### src/rtl/banner_pkg.sv
// Shared definitions for the rotating seven-segment banner.
// Glyphs are {g,f,e,d,c,b,a} and active-low, so a 0 bit lights a segment.
//   hex_to_seg : 4-bit hex digit -> 7-bit active-low glyph
//   wrap_add   : (ptr + off) mod len, valid for ptr < len and off <= len
package banner_pkg;

  localparam logic [6:0] SEG_BLANK = 7'h7F;
  localparam logic [6:0] SEG_0 = 7'b1000000;
  localparam logic [6:0] SEG_1 = 7'b1111001;
  localparam logic [6:0] SEG_2 = 7'b0100100;
  localparam logic [6:0] SEG_3 = 7'b0110000;
  localparam logic [6:0] SEG_4 = 7'b0011001;
  localparam logic [6:0] SEG_5 = 7'b0010010;
  localparam logic [6:0] SEG_6 = 7'b0000010;
  localparam logic [6:0] SEG_7 = 7'b1111000;
  localparam logic [6:0] SEG_8 = 7'b0000000;
  localparam logic [6:0] SEG_9 = 7'b0010000;
  localparam logic [6:0] SEG_A = 7'b0001000;
  localparam logic [6:0] SEG_B = 7'b0000011;
  localparam logic [6:0] SEG_C = 7'b1000110;
  localparam logic [6:0] SEG_D = 7'b0100001;
  localparam logic [6:0] SEG_E = 7'b0000110;
  localparam logic [6:0] SEG_F = 7'b0001110;

  function automatic logic [6:0] hex_to_seg(input logic [3:0] hex);
    logic [6:0] seg;
    case (hex)
      4'h0: seg = SEG_0;
      4'h1: seg = SEG_1;
      4'h2: seg = SEG_2;
      4'h3: seg = SEG_3;
      4'h4: seg = SEG_4;
      4'h5: seg = SEG_5;
      4'h6: seg = SEG_6;
      4'h7: seg = SEG_7;
      4'h8: seg = SEG_8;
      4'h9: seg = SEG_9;
      4'hA: seg = SEG_A;
      4'hB: seg = SEG_B;
      4'hC: seg = SEG_C;
      4'hD: seg = SEG_D;
      4'hE: seg = SEG_E;
      default: seg = SEG_F;
    endcase
    return seg;
  endfunction

  // A single conditional subtract is enough because both operands stay
  // below len, so no divider is needed.
  function automatic logic [31:0] wrap_add(input logic [31:0] ptr,
                                           input logic [31:0] off,
                                           input logic [31:0] len);
    logic [31:0] s;
    s = ptr + off;
    if (s >= len) s = s - len;
    return s;
  endfunction

endpackage

### src/rtl/seg7_hex_decoder.sv
// Combinational hex-to-seven-segment decoder.
//   i_hex : hex digit to show
//   o_seg : {g,f,e,d,c,b,a}, active-low
module seg7_hex_decoder
  import banner_pkg::*;
(
  input  logic [3:0] i_hex,
  output logic [6:0] o_seg
);

  assign o_seg = hex_to_seg(i_hex);

endmodule

### src/rtl/rotating_banner_mux.sv
// Rotating seven-segment banner. Holds a writable MSG_LEN-digit hex message
// and scans an NUM_DIG-wide window of it onto a common-anode display; the
// window start (ptr) moves one digit every ROT_DIV enabled cycles.
//   clock, reset      : system clock, asynchronous active-high reset
//   en, dir           : rotation enable, direction (0 = ptr+1, 1 = ptr-1)
//   wr_en/addr/data   : message write port, out-of-range addresses ignored
//   segment, anode    : registered active-low display drive
//   step              : one-cycle pulse after every ptr update
module rotating_banner_mux
  import banner_pkg::*;
#(
  parameter int MSG_LEN = 10,
  parameter int NUM_DIG = 4,
  parameter int ROT_DIV = 50_000_000,
  parameter int REF_DIV = 50_000
) (
  input  logic                       clock,
  input  logic                       reset,
  input  logic                       en,
  input  logic                       dir,
  input  logic                       wr_en,
  input  logic [$clog2(MSG_LEN)-1:0] wr_addr,
  input  logic [3:0]                 wr_data,
  output logic [6:0]                 segment,
  output logic [NUM_DIG-1:0]         anode,
  output logic                       step
);

  localparam int AW = $clog2(MSG_LEN);
  localparam int SW = (NUM_DIG > 1) ? $clog2(NUM_DIG) : 1;
  localparam int RW = (ROT_DIV > 1) ? $clog2(ROT_DIV) : 1;
  localparam int FW = (REF_DIV > 1) ? $clog2(REF_DIV) : 1;

  logic [3:0]         r_msg [MSG_LEN];
  logic [AW-1:0]      r_ptr;
  logic [SW-1:0]      r_sel;
  logic [RW-1:0]      r_rot_cnt;
  logic [FW-1:0]      r_ref_cnt;
  logic               r_step;
  logic [6:0]         r_segment;
  logic [NUM_DIG-1:0] r_anode;

  logic               w_rot_wrap;
  logic               w_ref_wrap;
  logic               w_wr_ok;
  logic [AW-1:0]      w_ptr_next;
  logic [AW-1:0]      w_idx;
  logic [3:0]         w_digit;
  logic [6:0]         w_seg;
  logic [NUM_DIG-1:0] w_anode;

  assign w_rot_wrap = (r_rot_cnt == RW'(ROT_DIV - 1));
  assign w_ref_wrap = (r_ref_cnt == FW'(REF_DIV - 1));
  assign w_wr_ok    = wr_en && (int'(wr_addr) < MSG_LEN);

  always_comb begin
    w_ptr_next = r_ptr;
    if (dir) begin
      w_ptr_next = (r_ptr == '0) ? AW'(MSG_LEN - 1) : r_ptr - AW'(1);
    end else begin
      w_ptr_next = (r_ptr == AW'(MSG_LEN - 1)) ? '0 : r_ptr + AW'(1);
    end
  end

  // Digit sel shows msg[ptr+sel] on anode bit NUM_DIG-1-sel (leftmost first).
  assign w_idx   = AW'(wrap_add(32'(r_ptr), 32'(r_sel), 32'(MSG_LEN)));
  assign w_digit = r_msg[w_idx];

  always_comb begin
    w_anode = '1;
    for (int i = 0; i < NUM_DIG; i++) begin
      w_anode[i] = (i != (NUM_DIG - 1 - int'(r_sel)));
    end
  end

  seg7_hex_decoder u_dec (
    .i_hex (w_digit),
    .o_seg (w_seg)
  );

  always_ff @(posedge clock or posedge reset) begin
    if (reset) begin
      for (int i = 0; i < MSG_LEN; i++) r_msg[i] <= 4'(i % 10);
      r_ptr     <= '0;
      r_sel     <= '0;
      r_rot_cnt <= '0;
      r_ref_cnt <= '0;
      r_step    <= 1'b0;
      r_segment <= SEG_BLANK;
      r_anode   <= '1;
    end else begin
      if (w_wr_ok) r_msg[wr_addr] <= wr_data;

      // Rotation: counter and pointer freeze while en is low.
      r_step <= 1'b0;
      if (en) begin
        if (w_rot_wrap) begin
          r_rot_cnt <= '0;
          r_ptr     <= w_ptr_next;
          r_step    <= 1'b1;
        end else begin
          r_rot_cnt <= r_rot_cnt + RW'(1);
        end
      end

      // Scanning runs regardless of en.
      if (w_ref_wrap) begin
        r_ref_cnt <= '0;
        r_sel     <= (r_sel == SW'(NUM_DIG - 1)) ? '0 : r_sel + SW'(1);
      end else begin
        r_ref_cnt <= r_ref_cnt + FW'(1);
      end

      r_segment <= w_seg;
      r_anode   <= w_anode;
    end
  end

  assign segment = r_segment;
  assign anode   = r_anode;
  assign step    = r_step;

endmodule

### config.mk
export PLATFORM = sky130hd
export DESIGN_NAME = rotating_banner_mux
export DESIGN_NICKNAME = d
export VERILOG_FILES = /design/src/rtl/banner_pkg.sv /design/src/rtl/seg7_hex_decoder.sv /design/src/rtl/rotating_banner_mux.sv
export SDC_FILE = /design/constraint.sdc
export NUM_CORES = 1
export LEC_CHECK = 0
export ABC_CLOCK_PERIOD_IN_PS = 6430
export CORE_MARGIN = 8
export CORE_UTILIZATION = 53
export DETAILED_ROUTE_END_ITERATION = 6
export GPL_TIMING_DRIVEN = 0
export PLACE_DENSITY = 0.78
export SYNTH_ARGS = -nofsm -noshare
export SYNTH_HDL_FRONTEND = slang
export SYNTH_SLANG_ARGS = --single-unit
export TNS_END_PERCENT = 50
### constraint.sdc
create_clock -name clock -period 6.43 [get_ports clock]
set_clock_uncertainty 0.15 [all_clocks]
set_input_delay 1.6075 -clock clock [delete_from_list [all_inputs] [get_ports clock]]
set_output_delay 1.6075 -clock clock [all_outputs]
set_load 0.005 [all_outputs]
==> metrics.csv <==
stage,metric,value,unit
status,run_status,completed,
yosys,ys_ff_latch,100,
die,core,10100,um^2
clocking,cts_sinks,100,
critical_path,path_class,flop to flop,
critical_path,crit_fanout,9,
timing,fmax,0.225,GHz
finish,syn_to_final_growth,11.0,%
pwr,power_density,254,nW/um^2
finish,multi_input_area,2700,um^2
critical_path,end_kind,flop,
finish,nFillCells,796,
pwr,peakVddDrop,153,uV
timing,rsz0062_at_grt,false,
clocking,clk_latency,0.38,ns
timing,drv_slew,0,
place,dp_slack,2.02,ns
clocking,cts.path.max_buffers,2,
run,cap_violations,0,
finish,final_cell_mix,"dfrtp_1 (74), nor2_1 (48), nand2_1 (46)",
die,top_level_ports,25,
finish,final_cells,684,
finish,drive_above_1_share,20.3,%
timing,setup_viol,0,
global_route,grt_pass1_vias,3865,
critical_path,worstPathRequired,6.60,ns
finish,final_nets,572,
timing,fin_crit,4.45,ns
clocking,cts-hold-fix-buffers,0,
critical_path,cp-start-kind,flop,
global_route,grt_max_degree,58,
place,dp_hpwl,7.57,mm
clocking,cts_root_buffer,clkbuf_8,
yosys,ys_async_sr_fraction,100,%
yosys,syn_nets,541,
drt,drcViolationCount,0,
yosys,synth_edf_count,0,
clocking,cts_buffers,9,
critical_path,r2r_cells,17,
yosys,syn_area,5440,um^2
place,post_dp_cell_area,5830,um^2
finish,regArea,2530,um^2
finish,final_area,6040,um^2
yosys,syn-instance-count,512,
critical_path,arrival,4.61,ns
global_route,track_usage,15.6,%
timing,tightest_slew,0.701,ns
drt,viasPerCell,5.61,
timing,fin_ws,1.98,ns
place,dp_cells,668,
place,io_buffers,19,
yosys,syn_area_per_cell,10.6,um^2
die,dieHeight,117,um
pwr,leakage,2.59,nW
timing,fin_hold_ws,0.334,ns
drt,routed_wl,10.3,mm
drt,avgRoutedWirePerCell,15.1,um
timing,maxSlewHeadroom,52.9,%
drt,dr.pass1.iters,5,
timing,finalSetupTns,0,ns
die,start_util,53.7,%
clocking,cts.reportedPaths.clkPinSlew,0.09,ns
place,gp_congestion,0.877,
yosys,synthDistinctLibCells,64,
clocking,cts_resized,0,
drt,vias,3837,
timing,period_share,69.2,%
global_route,antenna_found_initial,0,
die,dieArea,13800,um^2
clocking,tritoncts,yes,
yosys,ys.warnings.count,0,
drt,first_iter_violations,205,
global_route,grt_pass1_wl,18.0,mm
die,fp-row-count,37,
die,die_w,117,um
finish,mostFrequentLayoutCell,dfrtp_1,
hold_path,min_path_cells,1,
drt,antenna_left,0,
yosys,ys_seq_area_share,46.6,%
hold_path,min_path_type,flop to flop,
yosys,synth-main-ff-cell,dfrtp_1,
global_route,overflow,0,
finish,antenna_cells,0,
clocking,cts_max_level,3,
clocking,cts_setup_buffers,0,
timing,final_hold_viol_count,0,
==> metal layers <==
layer / vias up / global-route usage [%] / part of all wire, %
li1: 1856 / - / -
met4: 0 / 5.92 / 1.6
met3: 17 / 4.75 / 4.2
met5: - / 0 / 0
met1: 1890 / 18.5 / 45
met2: 74 / 26.2 / 50
==> cells by family after synthesis <==
kind of cell | Yosys count | synth area share [%]
flip-flops | 100 | 46.6
AND/OR/NAND/NOR | 190 | 17.4
buffers and inverters | 43 | 3.86
adder cells (fa/ha/maj) | 16 | 3.82
AO/OA/AOI/OAI | 62 | 8.46
multiplexers | 58 | 12.9
XOR/XNOR | 43 | 7.06
==> cells in the mapped netlist (2+ instances only) <==
master | count | share of area, %
dfrtp_1 | 74 | 34
nor2_1 | 48 | 3.3
nand2_1 | 46 | 3.2
mux2_2 | 39 | 8.1
dfstp_2 | 26 | 13
nand3_1 | 26 | 2.4
xor2_1 | 23 | 3.7
inv_1 | 22 | 1.5
xnor2_1 | 19 | 3.1
o21ai_0 | 18 | 1.7
nor3_1 | 16 | 1.5
ha_1 | 15 | 3.4
mux2i_1 | 13 | 2.4
nand4_1 | 10 | 1.1
a21oi_1 | 9 | 0.83
clkbuf_1 | 7 | 0.48
and3_1 | 6 | 0.69
nand2b_1 | 6 | 0.69
and4_1 | 5 | 0.80
buf_6 | 5 | 1.0
buf_1 | 4 | 0.28
mux4_2 | 4 | 1.7
nand3b_1 | 4 | 0.55
nor2b_1 | 4 | 0.46
nor3b_1 | 4 | 0.55
nor4b_1 | 4 | 0.64
a211oi_1 | 3 | 0.41
a21o_1 | 3 | 0.41
buf_2 | 3 | 0.28
nor4_1 | 3 | 0.34
a21oi_4 | 2 | 0.60
and2_1 | 2 | 0.23
buf_4 | 2 | 0.28
o211ai_1 | 2 | 0.28
o21ai_1 | 2 | 0.18
o221ai_1 | 2 | 0.32
o22ai_1 | 2 | 0.23
o31ai_1 | 2 | 0.28
or3_1 | 2 | 0.23
==> metrics by stage <==
stage / utilization [%] / total power [mW]
after floorplan: - / 1.01
after global routing: 59.6 / 1.62
final: 59.6 / 1.54
after CTS: 59.6 / 1.55
after detailed placement: 57.5 / 1.12
after global placement: 57.3 / 1.10
==> state kept, by name, summed over array words and instances, names as in the netlist <==
signal     flops
r_rot_cnt     26
r_msg         40
anode          4
step           1
r_ptr          4
r_ref_cnt     16
r_sel          2
segment        7
==> critical path: stages (launching register included) <==
cell and delay, ns:
dfrtp_1 0.43, ha_1 0.27, fa_1 0.49, buf_2 0.20
inv_1 0.11, ha_1 0.20, buf_2 0.16, nand2b_1 0.18
a211oi_1 0.32, a21o_1 0.22, nor2_2 0.12, mux4_1 0.26
a2111o_1 0.50, inv_1 0.17, ha_1 0.25, inv_1 0.07
mux2i_1 0.06, a32o_2 0.22
==> where the power goes <==
part	internal, mW	switching (mW)	total, mW
registers	0.753	0.0591	0.812
clock network	0.221	0.213	0.434
logic	0.159	0.132	0.291
==> cell type report <==
class	instances	area share (%)
tap	136	2.82
clock inverter	4	1.22
multi-input combinational	369	44.7
timing repair buffer	20	3.60
inverter	22	1.41
sequential	100	41.9
clock buffer	12	2.24
buffer	21	2.11
==> path summary, 6_finish.rpt <==
check / startpoint / slack, ns / endpoint
setup / recovery: r_sel[0] / 1.98 / segment[1]
hold / removal: r_rot_cnt[4] / 0.33 / r_rot_cnt[4]
setup reg to reg: r_sel[0] / 1.98 / segment[1]
hold reg to reg: r_rot_cnt[4] / 0.33 / r_rot_cnt[4]
max in group asynchronous: reset / 3.94 / r_msg[32]
min in group asynchronous: reset / 1.49 / r_msg[21]
No activity file was read; power rests on OpenSTA's default activity.
